[config.mk]
export PLATFORM = sky130hd
export DESIGN_NAME = button_input
export DESIGN_NICKNAME = d
export VERILOG_FILES = /design/src/rtl/button_input.sv
export SDC_FILE = /design/constraint.sdc
export NUM_CORES = 1
export LEC_CHECK = 0
export ABC_AREA = 1
export BUFFER_PORTS_ARGS = -buffer_cell sky130_fd_sc_hd__buf_2
export CAP_MARGIN = 20
export CORE_ASPECT_RATIO = 1.25
export CORE_UTILIZATION = 60
export CTS_BUF_LIST = sky130_fd_sc_hd__clkbuf_16
export CTS_CLUSTER_SIZE = 10
export DETAILED_ROUTE_END_ITERATION = 8
export MAX_ROUTING_LAYER = met4
export PLACE_DENSITY = 0.82
export SYNTH_ARGS = -nofsm -noshare
export SYNTH_HDL_FRONTEND = slang
export SYNTH_SLANG_ARGS = --single-unit
[constraint.sdc]
create_clock -name clk -period 15.05 [get_ports clk]
set_input_delay 3.01 -clock clk [delete_from_list [all_inputs] [get_ports clk]]
set_output_delay 3.01 -clock clk [all_outputs]
set_load 0.05 [all_outputs]
[src/rtl/button_input.sv]
`default_nettype none
// ============================================================================
// Module   : button_input
// Purpose  : Memory-mapped active-low button peripheral: synchronise, debounce,
//            latch press events, expose STATE/PRESS/IRQ_EN, drive a level irq.
// Revision : 1.0 - initial release
// ============================================================================
module button_input #(
    parameter logic [31:0] DEVICE_START_ADDRESS = 32'h00001010,
    parameter logic [31:0] DEVICE_FINAL_ADDRESS = 32'h0000101C,
    parameter int          WIDTH                = 8,
    parameter int          DEBOUNCE_CYCLES      = 10000
) (
    input  logic             clk,
    input  logic             rst,
    input  logic             read,
    input  logic             write,
    input  logic [31:0]      address,
    input  logic [31:0]      write_data,
    output logic [31:0]      read_data,
    output logic             response,
    input  logic [WIDTH-1:0] buttons_n,
    output logic             irq
);

    localparam int                 c_CNT_W      = $clog2(DEBOUNCE_CYCLES);
    localparam logic [c_CNT_W-1:0] c_CNT_MAX    = c_CNT_W'(DEBOUNCE_CYCLES - 1);
    localparam logic [1:0]         c_REG_STATE  = 2'd0;
    localparam logic [1:0]         c_REG_PRESS  = 2'd1;
    localparam logic [1:0]         c_REG_IRQ_EN = 2'd2;

    logic [WIDTH-1:0] r_sync1;
    logic [WIDTH-1:0] r_sync2;
    logic [WIDTH-1:0] r_state;
    logic [WIDTH-1:0] r_press;
    logic [WIDTH-1:0] r_irq_en;

    logic [WIDTH-1:0] w_pressed;
    logic [WIDTH-1:0] w_differ;
    logic [WIDTH-1:0] w_toggle;
    logic [WIDTH-1:0] w_rise;
    logic [WIDTH-1:0] w_clr;
    logic             w_wr_press;
    logic             w_wr_irq_en;
    logic [31:0]      w_rd_data;
    logic             w_unused_ok;

    // Window decode happens upstream; these inputs are intentionally ignored.
    assign w_unused_ok = ^{DEVICE_START_ADDRESS, DEVICE_FINAL_ADDRESS,
                           address[31:4], address[1:0], write_data};

    assign w_pressed   = ~r_sync2;
    assign w_differ    = w_pressed ^ r_state;
    assign w_rise      = w_toggle & w_pressed;
    assign w_wr_press  = write && (address[3:2] == c_REG_PRESS);
    assign w_wr_irq_en = write && (address[3:2] == c_REG_IRQ_EN);
    assign w_clr       = w_wr_press ? write_data[WIDTH-1:0] : '0;

    // Counter saturates implicitly: it is cleared on acceptance before it could wrap.
    generate
        for (genvar i = 0; i < WIDTH; i++) begin : g_bit
            logic [c_CNT_W-1:0] r_cnt;

            assign w_toggle[i] = w_differ[i] && (r_cnt == c_CNT_MAX);

            always_ff @(posedge clk or posedge rst) begin
                if (rst) begin
                    r_cnt <= '0;
                end else if (!w_differ[i] || w_toggle[i]) begin
                    r_cnt <= '0;
                end else begin
                    r_cnt <= r_cnt + 1'b1;
                end
            end
        end
    endgenerate

    always_ff @(posedge clk or posedge rst) begin
        if (rst) begin
            r_sync1  <= '1;
            r_sync2  <= '1;
            r_state  <= '0;
            r_press  <= '0;
            r_irq_en <= '0;
            irq      <= 1'b0;
        end else begin
            r_sync1 <= buttons_n;
            r_sync2 <= r_sync1;
            r_state <= r_state ^ w_toggle;
            // A new press outranks a simultaneous clear of the same bit.
            r_press <= (r_press & ~w_clr) | w_rise;
            if (w_wr_irq_en) begin
                r_irq_en <= write_data[WIDTH-1:0];
            end
            irq <= |(r_press & r_irq_en);
        end
    end

    always_comb begin
        w_rd_data = '0;
        case (address[3:2])
            c_REG_STATE:  w_rd_data[WIDTH-1:0] = r_state;
            c_REG_PRESS:  w_rd_data[WIDTH-1:0] = r_press;
            c_REG_IRQ_EN: w_rd_data[WIDTH-1:0] = r_irq_en;
            default:      w_rd_data = '0;
        endcase
    end

    always_ff @(posedge clk or posedge rst) begin
        if (rst) begin
            response  <= 1'b0;
            read_data <= '0;
        end else begin
            response  <= read || write;
            read_data <= (read && !write) ? w_rd_data : '0;
        end
    end

endmodule
`default_nettype wire
==> impl_results.rst <==
.. list-table::
   :header-rows: 1

   * - Metric
     - Value
   * - Gp weighted congestion
     - 0.873
   * - Final Hold Viols
     - 0
   * - Worst clock skew on the final layout
     - 7.32 ps
   * - Number of sinks driven by the clock tree
     - 162
   * - Sequential share of the synthesized area
     - 0.483
   * - Slew Viols, Final
     - 0
   * - Number of enable flip-flop cells after synthesis
     - 0
   * - Fraction of registers with async set or reset after synthesis
     - 1.00
   * - Maximum resistive drop on vdd
     - 0.0837 mV
   * - Biggest cell delay along the critical path
     - 380 ps
   * - Endpoint kind of the worst setup timing path
     - output pin
   * - # H-tree levels
     - 4
   * - Worst min-delay path category
     - flip-flop to flip-flop
   * - Slew Limit Headroom
     - 0.540
   * - Area growth, synth to finish
     - 9.13%
   * - Setup fix buffers added after clock tree synthesis
     - 0
   * - Number of antenna violations at the first check in global routing
     - 2
   * - Final Cell Area
     - 9210 sq um
   * - Crit path max-delay family
     - flip-flops
   * - Number of optimization iterations in the first detailed-route pass
     - 5
   * - Most common library cell in the layout ignoring fill and taps
     - nand2_1
   * - Port-buffer cells
     - 31
   * - Number of register bits inferred by synthesis
     - 162
   * - Largest buffer count on any clock path
     - 2
   * - Vertical die dimension
     - 135 um
   * - Core area
     - 13800 sq um
   * - Fraction of layout cells with a size suffix above 1
     - 0.120
   * - Final-report setup violation count
     - 0
   * - Critical path start-end classification
     - flip-flop to output pin
   * - Number of clock buffers inserted by TritonCTS
     - 17
   * - Clock slew at the register clock pins of the worst setup and hold paths
     - 60 ps
   * - Total standard cell area after synthesis
     - 8440 sq um
   * - DR vias/cell
     - 5.20
   * - Worst path arrival time
     - 1080 ps
   * - Post-Syn Instances
     - 1055
   * - Final period demand of the worst path
     - 4090 ps
   * - Max Fanout on Critical Path
     - 1
   * - Via count
     - 6687
   * - Power density of the placed cells
     - 103 nW/um^2
   * - Routed len/inst
     - 12.7 um
   * - Slowest-stage cell, CP
     - dfrtp_1
   * - Yosys warning total
     - 0
   * - Initial DRC count
     - 433
   * - Cell Chain, Critical Path
     - buf_2
   * - Share of the core filled with cells
     - 0.670
   * - Setup repair after global routing missed its margin
     - false
   * - Cell at the root of the clock tree
     - clkbuf_16
   * - Area after DPL
     - 8620 sq um
   * - Global router's overall resource usage
     - 0.246
   * - Die Span X
     - 108 um
   * - Number of global-route vias before repair
     - 6326
   * - Share of the cycle needed by the critical path after routing
     - 0.272
   * - Critical path required time
     - 12040 ps
   * - Post-detailed-route DRC marker count
     - 0
   * - Count of distinct cell types in the synthesized netlist
     - 27
   * - Wire length of the first global-routing pass
     - 27400 um
   * - TNS Setup
     - 0 ps
   * - TritonCTS clock tree
     - yes
   * - Top_reg_cell synth
     - dfrtp_1
   * - Count of buffer and inverter cells on the critical path
     - 1
   * - Post-Syn Area per Cell
     - 8.00 sq um
   * - Number of maximum-capacitance violations
     - 0
   * - Cells resized by post-CTS repair
     - 0
   * - Initial Utilization
     - 0.614
   * - Num rows
     - 48
   * - Pwr Total
     - 945 uW
   * - Cell types with the largest area share after synthesis
     - dfrtp_1, nand2_1, nor2_1
   * - Type of element launching the critical path
     - flip-flop
   * - Transition time of the tightest slew-check pin
     - 690 ps
   * - DP HPWL
     - 11100 um
   * - Antenna Nets Post-Route
     - 0
   * - FILL cells
     - 1102
   * - Lkg Pwr
     - 0.00425 uW
   * - Area taken by multi-input logic gates
     - 3740 sq um
   * - Leading area contributor after synthesis
     - dfrtp_1
   * - Nets
     - 1181
   * - Leading cell types in the layout, fill and taps excluded
     - nand2_1, nor2_1, dfrtp_1
   * - Later-pin clock latency in the skew report
     - 420 ps
   * - Die Footprint
     - 14600 sq um
   * - Run status
     - finished, final reports clean
   * - Routed wire length
     - 16300 um
   * - CTS Hold Bufs
     - 0
   * - Largest net degree at the start of global routing
     - 84
   * - Hold WS
     - 354 ps
   * - Max Fclk
     - 244 MHz
   * - Global route overflow
     - 0
   * - Area occupied by registers
     - 4070 sq um
   * - Number of top-level pins
     - 110
   * - Area share of the leading cell type in the synthesized netlist
     - 0.433
-- state kept, by name (all words and copies together) (netlist names), named ones only --
signal       cells
r_press          8
read_data        8
irq              1
r_irq_en         8
r_sync1          8
r_state          7
g_bit.r_cnt    112
r_sync2          8
response         1
-- synthesized netlist by cell type, types with 13 or more instances --
library cell and n:
nand2_1 273, nor2_1 207, dfrtp_1 146, inv_1 110
nand3_1 62, nand4_1 47, xor2_1 40, nor2_2 26
buf_4 24, xnor2_1 22, dfstp_2 16, o21ai_0 13
-- per-layer routing --
metal,GRT usage,routed length [um],up-vias
met1,0.285,6770,3146
li1,-,-,3345
met3,0.0497,635,37
met2,0.413,8430,159
met4,0.107,458,0
met5,-,0,-
-- layout make-up --
type	count	share of cell area
Antenna cell	2	0.000543
Inverter	111	0.0458
Tap cell	175	0.0238
Clock inverter	15	0.0151
Multi-Input combinational cell	772	0.406
Clock buffer	17	0.0462
Timing Repair Buffer	33	0.0206
Sequential cell	162	0.442
-- cells by family after synthesis --
kind of cell    count (synthesis)  share of synthesized area
other cells                     1                   0.000444
simple gates                  644                      0.332
compound gates                 34                     0.0237
xor+xnor                       62                     0.0643
buf+inv                       144                     0.0848
fa+ha+maj                       8                     0.0119
flops                         162                      0.483
-- power by group --
part	internal (uW)	switching [uW]
Sequential	451	12.0
Combinational	16.0	48.3
Clock	254	164
-- metrics by stage --
stage               cells  setup WS, ps
floorplan            1078          7690
global placement     1252         10350
detailed placement   1252         10320
CTS                  1284         10780
global route         1287         10950
finish               1287         10960
-- worst paths after layout --
check | from | to | slack (ps) | depth (start not counted)
max in group asynchronous | rst | r_sync2[4] | 11250 | 4
max | read_data[2] | read_data[2] | 10960 | 1
min reg2reg | r_sync1[0] | r_sync2[0] | 350 | 0
max reg2reg | g_bit[3].r_cnt[0] | g_bit[3].r_cnt[7] | 13450 | 6
min | r_sync1[0] | r_sync2[0] | 350 | 0
min in group asynchronous | rst | r_state[2] | 2690 | 2
No activity file was read; power rests on OpenSTA's default activity.
